<file path="src/rtl/galaga_pkg.sv">
// -----------------------------------------------------------------------------
// galaga_pkg
// Shared geometry constants and the player-bullet FSM state type.
// No ports; imported by player_bullet_ctrl and by the bench.
// -----------------------------------------------------------------------------
package galaga_pkg;

  localparam int SLOT_W        = 19;   // packed bits per bullet slot: {y[8:0], x[9:0]}
  localparam int X_W           = 10;
  localparam int Y_W           = 9;
  localparam int PLAYER_Y      = 280;  // player sprite top row
  localparam int PLAYER_WIDTH  = 24;
  localparam int BULLET_WIDTH  = 4;
  localparam int BULLET_HEIGHT = 16;
  localparam int SCREEN_W      = 640;

  typedef enum logic [1:0] {
    S_READY    = 2'd0,  // a pending shot may spawn on the next tick
    S_COOLDOWN = 2'd1,  // counting frames after an accepted shot
    S_DEAD     = 2'd2   // player not alive: no new shots
  } bullet_fsm_e;

endpackage

</file>
<file path="src/rtl/player_bullet_ctrl_free_slot_finder.sv">
// -----------------------------------------------------------------------------
// free_slot_finder
// Combinational priority encoder: reports the lowest-index set bit of i_free.
// Ports:
//   i_free  [N]      candidate slots (1 = usable)
//   o_found          at least one candidate exists
//   o_idx   [IDX_W]  index of the lowest candidate (0 when none)
// -----------------------------------------------------------------------------
module free_slot_finder #(
  parameter int N     = 15,
  parameter int IDX_W = (N > 1) ? $clog2(N) : 1
) (
  input  logic [N-1:0]     i_free,
  output logic             o_found,
  output logic [IDX_W-1:0] o_idx
);

  // Scan from the top down so the last hit written is the lowest index.
  always_comb begin
    o_found = 1'b0;
    o_idx   = '0;
    for (int i = N - 1; i >= 0; i--) begin
      if (i_free[i]) begin
        o_found = 1'b1;
        o_idx   = IDX_W'(i);
      end
    end
  end

endmodule

</file>
<file path="src/rtl/player_bullet_ctrl.sv">
// -----------------------------------------------------------------------------
// player_bullet_ctrl
// Owns the pool of player bullets: accepts fire requests, allocates the lowest
// free slot, enforces a per-shot cooldown, moves bullets up once per frame and
// retires them at the top edge or on a collision clear.
//
// Optional build macro: PLAYER_BULLET_AUTOFIRE_EN
//   defined   -> fire level (held button) requests a shot whenever READY
//   undefined -> only a rising edge of fire requests a shot
//
// Ports:
//   clk                   system clock
//   rst_n                 synchronous active-low reset
//   frame_tick            one-cycle pulse per video frame
//   fire                  fire button level (already synchronised)
//   playerState           1 = player alive
//   playerPosition [10]   player left x
//   hit_clear      [N]    per-slot clear pulse from the collision unit
//   playerBulletState    [N]         bit i = slot i active
//   playerBulletPosition [N*SLOT_W]  slot i = {y[8:0], x[9:0]} at bit 19*i
//   fire_accepted         one-cycle pulse, aligned with the spawned bullet
// -----------------------------------------------------------------------------
module player_bullet_ctrl
  import galaga_pkg::SLOT_W, galaga_pkg::X_W, galaga_pkg::Y_W,
         galaga_pkg::BULLET_HEIGHT, galaga_pkg::bullet_fsm_e,
         galaga_pkg::S_READY, galaga_pkg::S_COOLDOWN, galaga_pkg::S_DEAD;
#(
  parameter int N_BULLETS       = 15,
  parameter int SPEED           = 8,
  parameter int COOLDOWN_FRAMES = 6,
  parameter int PLAYER_Y        = galaga_pkg::PLAYER_Y,
  parameter int X_MAX           = 636
) (
  input  logic                          clk,
  input  logic                          rst_n,
  input  logic                          frame_tick,
  input  logic                          fire,
  input  logic                          playerState,
  input  logic [X_W-1:0]                playerPosition,
  input  logic [N_BULLETS-1:0]          hit_clear,
  output logic [N_BULLETS-1:0]          playerBulletState,
  output logic [N_BULLETS*SLOT_W-1:0]   playerBulletPosition,
  output logic                          fire_accepted
);

  localparam int IDX_W = (N_BULLETS > 1) ? $clog2(N_BULLETS) : 1;
  localparam int CNT_W = (COOLDOWN_FRAMES > 0) ? $clog2(COOLDOWN_FRAMES + 1) : 1;

  localparam logic [Y_W-1:0] SPAWN_Y = Y_W'(PLAYER_Y - BULLET_HEIGHT);
  localparam logic [Y_W-1:0] SPEED_Y = Y_W'(SPEED);
  localparam logic [X_W:0]   X_SAT   = (X_W + 1)'(X_MAX);

  bullet_fsm_e                   r_state, w_state_nxt;
  logic [CNT_W-1:0]              r_cnt, w_cnt_nxt;
  logic                          r_pending, w_pending_nxt;
  logic                          r_fire_d;
  logic                          r_fire_acc;
  logic                          w_fire_req;
  logic                          w_spawn;

  logic [N_BULLETS-1:0]          r_act;
  logic [N_BULLETS-1:0][X_W-1:0] r_x;
  logic [N_BULLETS-1:0][Y_W-1:0] r_y;

  logic [N_BULLETS-1:0]          w_free;
  logic                          w_found;
  logic [IDX_W-1:0]              w_idx;

  logic [X_W:0]                  w_xsum;
  logic [X_W-1:0]                w_spawn_x;

  // ---------------------------------------------------------------------------
  // Fire request
  // ---------------------------------------------------------------------------
`ifdef PLAYER_BULLET_AUTOFIRE_EN
  assign w_fire_req = fire;
`else
  assign w_fire_req = fire & ~r_fire_d;
`endif

  // ---------------------------------------------------------------------------
  // Slot allocation. A slot retiring on this tick was active before the edge,
  // so masking with ~r_act already keeps it out of the candidate set. A slot
  // being cleared this cycle is excluded because the clear wins.
  // ---------------------------------------------------------------------------
  assign w_free = ~r_act & ~hit_clear;

  free_slot_finder #(
    .N     (N_BULLETS),
    .IDX_W (IDX_W)
  ) u_free (
    .i_free  (w_free),
    .o_found (w_found),
    .o_idx   (w_idx)
  );

  // Spawn x: sum in one extra bit so the saturation compare cannot wrap.
  assign w_xsum    = {1'b0, playerPosition} + (X_W + 1)'(10);
  assign w_spawn_x = (w_xsum > X_SAT) ? X_SAT[X_W-1:0] : w_xsum[X_W-1:0];

  // ---------------------------------------------------------------------------
  // FSM: state register
  // ---------------------------------------------------------------------------
  always_ff @(posedge clk) begin
    if (!rst_n) begin
      r_state    <= S_READY;
      r_cnt      <= '0;
      r_pending  <= 1'b0;
      r_fire_d   <= 1'b0;
      r_fire_acc <= 1'b0;
    end else begin
      r_state    <= w_state_nxt;
      r_cnt      <= w_cnt_nxt;
      r_pending  <= w_pending_nxt;
      r_fire_d   <= fire;
      r_fire_acc <= w_spawn;
    end
  end

  // ---------------------------------------------------------------------------
  // FSM: next state, cooldown counter, pending shot, spawn strobe
  // ---------------------------------------------------------------------------
  always_comb begin
    w_state_nxt   = r_state;
    w_cnt_nxt     = r_cnt;
    w_pending_nxt = r_pending;
    w_spawn       = 1'b0;

    if (!playerState) begin
      w_state_nxt   = S_DEAD;
      w_cnt_nxt     = '0;
      w_pending_nxt = 1'b0;
    end else begin
      case (r_state)
        S_READY: begin
          // A tick consumes the pending shot whether or not a slot is free;
          // a full pool simply drops it and stays READY.
          if (frame_tick && r_pending) begin
            w_pending_nxt = 1'b0;
            if (w_found) begin
              w_spawn     = 1'b1;
              w_state_nxt = S_COOLDOWN;
              w_cnt_nxt   = CNT_W'(COOLDOWN_FRAMES);
            end
          end
          // Applied after the consume so a request arriving on a tick is
          // held for the following tick.
          if (w_fire_req) begin
            w_pending_nxt = 1'b1;
          end
        end
        S_COOLDOWN: begin
          if (frame_tick) begin
            if (r_cnt <= CNT_W'(1)) begin
              w_state_nxt = S_READY;
              w_cnt_nxt   = '0;
            end else begin
              w_cnt_nxt = r_cnt - CNT_W'(1);
            end
          end
        end
        S_DEAD: begin
          w_state_nxt = S_READY;
        end
        default: begin
          w_state_nxt = S_READY;
          w_cnt_nxt   = '0;
        end
      endcase
    end
  end

  // ---------------------------------------------------------------------------
  // Per-slot state and position. hit_clear has top priority; a freshly
  // spawned bullet is not moved on its spawn tick.
  // ---------------------------------------------------------------------------
  always_ff @(posedge clk) begin
    if (!rst_n) begin
      r_act <= '0;
      r_x   <= '0;
      r_y   <= '0;
    end else begin
      for (int i = 0; i < N_BULLETS; i++) begin
        if (hit_clear[i]) begin
          r_act[i] <= 1'b0;
          r_x[i]   <= '0;
          r_y[i]   <= '0;
        end else if (frame_tick) begin
          if (r_act[i]) begin
            if (r_y[i] < SPEED_Y) begin
              r_act[i] <= 1'b0;
              r_x[i]   <= '0;
              r_y[i]   <= '0;
            end else begin
              r_y[i] <= r_y[i] - SPEED_Y;
            end
          end else if (w_spawn && (w_idx == IDX_W'(i))) begin
            r_act[i] <= 1'b1;
            r_x[i]   <= w_spawn_x;
            r_y[i]   <= SPAWN_Y;
          end
        end
      end
    end
  end

  // ---------------------------------------------------------------------------
  // Outputs
  // ---------------------------------------------------------------------------
  assign playerBulletState = r_act;
  assign fire_accepted     = r_fire_acc;

  for (genvar g = 0; g < N_BULLETS; g++) begin : g_pack
    assign playerBulletPosition[g*SLOT_W +: SLOT_W] = {r_y[g], r_x[g]};
  end

endmodule

</file>
<file path="config.mk">
export PLATFORM = sky130hd
export DESIGN_NAME = player_bullet_ctrl
export DESIGN_NICKNAME = d
export VERILOG_FILES = /design/src/rtl/galaga_pkg.sv /design/src/rtl/player_bullet_ctrl_free_slot_finder.sv /design/src/rtl/player_bullet_ctrl.sv
export SDC_FILE = /design/constraint.sdc
export NUM_CORES = 1
export LEC_CHECK = 0
export ABC_AREA = 1
export BUFFER_PORTS_ARGS = -buffer_cell sky130_fd_sc_hd__clkbuf_2
export CAP_MARGIN = 30
export CELL_PAD_IN_SITES_DETAIL_PLACEMENT = 0
export CELL_PAD_IN_SITES_GLOBAL_PLACEMENT = 1
export CORE_AREA = 3 3 186 188
export CTS_CLUSTER_SIZE = 24
export DETAILED_ROUTE_END_ITERATION = 16
export DIE_AREA = 0 0 189 191
export HOLD_SLACK_MARGIN = 0.12
export PLACE_DENSITY_LB_ADDON = 0.12
export SLEW_MARGIN = 20
export SYNTH_ARGS = -nofsm -noshare
export SYNTH_HDL_FRONTEND = slang
export SYNTH_HIERARCHICAL = 1
export SYNTH_SLANG_ARGS = --single-unit
</file>
<file path="constraint.sdc">
create_clock -name clk -period 2.7 [get_ports clk]
set_input_delay 0.27 -clock clk [delete_from_list [all_inputs] [get_ports clk]]
set_output_delay 0.27 -clock clk [all_outputs]
set_load 0.02 [all_outputs]
</file>
==> results.py, run 1 <==
metrics = {
    "clock_tree": {
        "cts_tree": "yes",
        "cts_made_buffers": 31,
        "htreeDepth": 1,
        "cts.sinks": 263,
        "cts-root-buf": "clkbuf_16",
        "clock_path_buffers": 3,
        "clkTransAtPathRegs_ps": 60,
        "clock_latency_ps": 550,
    },
    "pwr": {
        "ir_worst_vdd_v": 0.000404,
        "powerDensity_nw_per_um2": 537,
        "p_leak_nw": 7.67,
    },
    "floorplanning": {
        "die_h_um": 191,
        "coreArea_um2": 33300,
        "dieArea_um2": 36100,
        "rows": 67,
        "ios": 331,
        "die_x_um": 189,
        "initial_core_util_pct": 36.6,
    },
    "timing": {
        "fin_crit_sh_pct": 93.7,
        "setup_ws_ps": 170,
        "finalHoldViolCount": 0,
        "fin_crit_ps": 2530,
        "slew_violations": 0,
        "worstMarginPinSlew_ps": 914,
        "max_freq_mhz": 395,
        "clock-skew-final_ps": 18.2,
        "slew_headroom_pct": 38.8,
        "setup_violations": 0,
    },
    "yosys": {
        "ys_top_cells_by_area": "dfxtp_1 (43%), nand2_1 (17%), nand3_1 (7.2%), inv_1 (4.7%), nor2_1 (4.4%)",
        "synth_cell_type_count": 54,
        "seq_area_frac_synth_pct": 43.3,
        "async_flop_share_pct": 0,
        "synth_top_area_cell": "dfxtp_1",
        "synth_area_um2": 12200,
        "synth_top_area_share_pct": 43.3,
        "ys_ff_latch": 263,
        "synth_edf_count": 0,
        "syn_inst": 1694,
        "synthFlopType": "dfxtp_1",
        "yosys_warnings": 6,
        "avgSynthCellArea_um2": 7.18,
    },
    "hold_path": {
        "hp-start": "hit_clear[4]",
        "min_path_type": "input pin to flop",
    },
    "grt": {
        "overflow": 0,
        "grt_max_degree": 42,
        "grt_pass1_vias": 11500,
        "busiest_layer": "met2",
        "grtUsageMet1_pct": 28.6,
        "met3_usage_pct": 5.98,
        "grt_pass1_wl_mm": 64.6,
        "track_usage_pct": 22.4,
        "antenna_found_initial": 0,
        "grt_use_met2_pct": 37.7,
    },
    "worst_setup_path": {
        "crit_required_ps": 3130,
        "r2r-start": "playerBulletState[13]",
        "cp_data_arrival_time_ps": 2960,
        "cp-end-kind": "flop",
        "cp-startpoint": "playerBulletState[13]",
        "start_kind": "flop",
        "path_class": "flop to flop",
        "critical_path.max_fanout": 5,
    },
    "final_layout": {
        "stdcell_area_um2": 15900,
        "finish.utilization_pct": 47.9,
        "mostFrequentLayoutCells": "nand2_1 (537), clkbuf_2 (283), dfxtp_1 (260)",
        "final_layout_size_suffix_gt1_share_pct": 24.7,
        "final_nets": 2132,
        "final_common_cell": "nand2_1",
        "antenna_cells": 0,
        "syn2layout_area_growth_pct": 31.0,
    },
    "run": {
        "cap_viol_max_count": 0,
    },
    "detailed_routing": {
        "drtAntennaViolNets": 0,
        "drc": 0,
        "num_vias": 12200,
        "drt-total-wl_mm": 41.9,
        "viasPerCell": 4.76,
        "first_pass_iters": 5,
        "drtIter0Drc": 700,
        "wire_per_inst_um": 16.4,
    },
    "place": {
        "portBuffers": 285,
        "dpl_cell_area_um2": 14600,
        "gp_congestion": 0.868,
        "hpwl_mm": 31.0,
        "post-place-ws_ps": -52.6,
    },
    "outcome": {
        "outcome": "completed",
    },
}
[critical path, cell delays in order (launching register included)]
cell and delay (ps):
dfxtp_1 330, nor2_4 130, nand2_1 60, nand2_1 50, nand2_1 50, nand2_1 50
nand2_1 50, nand2_1 50, nand2_1 40, nand2_1 50, nand2_1 40, nand2_1 50
nand2_1 70, a21oi_2 210, inv_2 110, nor3_4 220, nand2_2 120, buf_6 150
o22ai_4 150, a21oi_4 130, buf_2 190, nand2_1 60, nand2_1 50
[logic make-up (layout without fill, tap and decap cells)]
family	count (synthesis)	in the layout	share of synthesized area, %
compound gates	171	171	8.08
xor+xnor	25	25	1.80
fa+ha+maj	18	18	1.85
buf+inv	254	622	10.3
flops	263	263	43.3
other cells	1	45	0.0308
simple gates	962	962	34.7
[cell usage after synthesis (2+ instances only)]
cell type  instances
nor3_2             6
a21oi_1           76
o21ai_0           56
nor3b_1            2
ha_1              18
nor3_1            37
a31oi_1            4
xor2_1            21
xnor2_1            4
dfxtp_1          263
nand2_2            8
buf_2             13
nand2_1          538
and3_1             2
o21ai_2            2
clkbuf_1          18
nor2_2             9
inv_2              9
a21oi_2            2
nand2_8            2
o211ai_1           3
a31o_2             2
buf_1              3
nor2_1           144
or2_2              4
nor2_4             2
nor3_4             3
nor4_1             2
buf_4             48
nand3_1          175
a211oi_1           9
nand4_1           12
nor4_4             3
nand2_4            2
nand3b_1           7
buf_6              9
inv_1            151
o22ai_4            2
o31ai_1            7
o21a_1             2
[worst paths after layout]
check / cells after the start / slack (ps) / endpoint
max: 22 / 170 / playerBulletPosition[172]
min: 4 / 120 / playerBulletPosition[94]
max reg2reg: 22 / 170 / playerBulletPosition[172]
min reg2reg: 2 / 450 / playerBulletPosition[28]
[final cells by class]
type / instances / area, um2
timing repair buffer: 406 / 2550
fill: 3443 / 17400
clock buffer: 44 / 885
tap: 448 / 561
inverter: 161 / 607
sequential: 263 / 5270
clock inverter: 11 / 111
multi-input combinational: 1221 / 5950
[through the flow]
stage               TNS [ps]  hold slack (ps)  instances  power [mW]
floorplan                  0              342       1738        4.36
global placement        -666              429       2478        4.50
detailed placement      -895              435       2478        4.50
CTS                        0              136       2547        8.65
global route            -616              137       2554        8.88
finish                     0              125       2554        8.56
[timing repair]
action | in CTS | in global routing
hold buffers | 14 | 0
buffers inserted | 0 | 8
pin swaps | 0 | 7
gates cloned | 0 | 1
resized for setup | 1 | 41
endpoints found under the hold margin | 26 | 0
setup endpoints to repair | 10 | 233
[sequential cells by signal, indices dropped and copies added (netlist names)]
register	count
r_cnt	3
playerBulletPosition	240
fire_accepted	1
r_pending	1
playerBulletState	15
r_state	2
r_fire_d	1
[per-layer routing]
metal | part of all wire, % | vias up
met3 | 7.7 | 60
met2 | 47 | 347
met4 | 2.6 | 0
met5 | 0 | -
met1 | 43 | 5628
li1 | - | 6132
[power breakdown]
group          internal, mW  switching, mW
sequential             3.88        0.00336
combinational         0.145          0.416
clock                  2.45           1.66
(Power assumes the default switching activity.)
==> run 2: changes to the inputs <==
--- a/config.mk
+++ b/config.mk
@@ -15,7 +15,7 @@
 export DETAILED_ROUTE_END_ITERATION = 16
 export DIE_AREA = 0 0 189 191
 export HOLD_SLACK_MARGIN = 0.12
-export PLACE_DENSITY_LB_ADDON = 0.12
+export PLACE_DENSITY = 0.82
 export SLEW_MARGIN = 20
 export SYNTH_ARGS = -nofsm -noshare
 export SYNTH_HDL_FRONTEND = slang
==> run 2 against run 1 <==
Global-route usage fell by 0.71 points. Combinational power hardly changed. Die area unchanged. Worst hold slack better by 83 ps. Cell area rose by 1.1%. Fmax is 0.20% lower. Largest power group unchanged. Critical path type is now input pin to flop. Via count up 0.97%. Sequential share of layout area shrank 0.39 points. Clock-buffer cell count decreased by 6. Largest cell class unchanged. Wire length decreased by 2.8%.
==> results.py, run 2 (synthesis gave the netlist of run 1 again) <==
metrics = {
    "outcome": {
        "outcome": "completed",
    },
    "pwr": {
        "powerDensity_nw_per_um2": 556,
        "power_mw": 8.96,
        "ir_worst_vdd_v": 0.000434,
        "p_leak_nw": 7.73,
    },
    "detailed_routing": {
        "drtIter0Drc": 649,
        "viasPerCell": 4.80,
        "drt-total-wl_mm": 40.8,
        "wire_per_inst_um": 15.9,
        "drtAntennaViolNets": 0,
        "first_pass_iters": 5,
        "num_vias": 12300,
        "drc": 0,
    },
    "place": {
        "gp_congestion": 0.873,
        "hpwl_mm": 30.0,
        "portBuffers": 285,
        "place_inst": 2484,
    },
    "clock_tree": {
        "cts_tree": "yes",
        "clock_latency_ps": 560,
        "clock_path_buffers": 3,
        "cts_made_buffers": 30,
        "clkTransAtPathRegs_ps": 60,
        "cts-root-buf": "clkbuf_16",
        "cts.sinks": 263,
        "htreeDepth": 1,
    },
    "run": {
        "cap_viol_max_count": 0,
    },
    "timing": {
        "setup_violations": 0,
        "slew_violations": 0,
        "rsz0062_at_grt": "true",
        "finalHoldViolCount": 0,
        "clock-skew-final_ps": 17.5,
        "fin_crit_sh_pct": 93.9,
        "worstMarginPinSlew_ps": 918,
        "max_freq_mhz": 395,
        "slew_headroom_pct": 38.5,
        "fin_crit_ps": 2530,
    },
    "floorplanning": {
        "ios": 331,
        "rows": 67,
        "initial_core_util_pct": 36.6,
        "die_x_um": 189,
        "coreArea_um2": 33300,
        "dieArea_um2": 36100,
        "die_h_um": 191,
    },
    "grt": {
        "grt_pass1_vias": 11400,
        "grt_pass1_wl_mm": 62.7,
        "antenna_found_initial": 0,
        "overflow": 0,
        "grt_max_degree": 47,
        "track_usage_pct": 21.7,
    },
    "final_layout": {
        "final_layout_size_suffix_gt1_share_pct": 25.4,
        "antenna_cells": 0,
        "layoutNonFillerInstCount": 2558,
        "final_common_cell": "nand2_1",
        "largest_reg_flops": 240,
        "final_nets": 2134,
        "finish.utilization_pct": 48.4,
        "syn2layout_area_growth_pct": 32.5,
        "mostFrequentLayoutCells": "nand2_1 (535), clkbuf_2 (284), dfxtp_1 (262)",
    },
    "worst_setup_path": {
        "worstReg2RegEnd": "playerBulletPosition[133]",
        "cp-end-kind": "flop",
        "cp_common_cell": "nand3_1",
        "worstRegToRegCells": 18,
        "start_kind": "input pin",
        "crit_slowest_cell": "dlygate4sd3_1",
        "crit_required_ps": 3200,
        "reg2reg_slack_ps": 170,
        "cp_data_arrival_time_ps": 3040,
        "critical_path.max_fanout": 5,
        "cp_cell_sequence": "dlygate4sd3_1, nor2_2, buf_4, nor2_1, nand2_1, nand3_1, nand3_1, nand3_1, a21oi_1, a21oi_1, buf_4, inv_2, nor4_4, buf_4, nand2_1, nor2_4, buf_6, nand3_1, nand2_1",
        "crit_end": "playerBulletPosition[133]",
        "cpPeakStageDelay_ps": 610,
        "r2r-start": "playerBulletState[13]",
        "path_class": "input pin to flop",
        "cp-startpoint": "hit_clear[13]",
    },
    "hold_path": {
        "hp-start": "hit_clear[3]",
        "min_path_type": "input pin to flop",
    },
}
## run 2: area by class of cell
| class | count | area [um2] |
|---|---|---|
| Fill cell | 3296 | 17200 |
| Sequential cell | 263 | 5270 |
| Clock buffer | 38 | 852 |
| Timing Repair Buffer | 409 | 2610 |
| Clock inverter | 18 | 260 |
| Inverter | 161 | 609 |
| Multi-Input combinational cell | 1221 | 5960 |
| Tap cell | 448 | 561 |
## run 2: per-stage QoR
stage	area (um2)	hold WS [ps]	setup TNS (ps)	setup slack, ps
after floorplan	12300	342	0	17.0
after global placement	14600	430	-157	-35.4
after detailed placement	14600	436	-813	-85.9
after CTS	15900	179	0	5.01
after global routing	16100	215	-741	-57.5
final	16100	208	0	165
## run 2: metal layers
layer	vias up	part of all wire [%]	global-route usage, %
met5	-	0	0
met4	0	2.7	6.39
met3	70	8.1	5.87
met2	395	46	35.2
met1	5690	44	28.3
li1	6130	-	-
## run 2: how the worst min path moves through the flow
stage	cells after the start	end	slack [ps]
after detailed placement	2	playerBulletPosition[218]	440
after CTS	5	playerBulletPosition[71]	180
final	5	playerBulletPosition[71]	210
after global placement	2	playerBulletPosition[161]	430
after floorplan	1	r_state[1]	340
after global routing	5	playerBulletPosition[71]	210
## run 2: where the power goes
group	internal, mW	switching (mW)
logic	0.148	0.411
clock network	2.80	1.71
registers	3.88	0.00349
total	6.84	2.12
## run 2: worst max-delay path, delay by kind of cell
| kind | cells | cell delay, ps |
|---|---|---|
| buf+inv | 6 | 1320 |
| simple gates | 11 | 1190 |
| compound gates | 2 | 250 |
## run 2: timing repair
item / 4_1_cts / 5_1_grt
gates cloned: 0 / 2
setup endpoints to repair: 2 / 220
setup buffers: 0 / 3
hold buffers: 14 / 0
hold endpoints to repair: 27 / 0
gates resized for setup: 2 / 42
pin swaps: 0 / 5
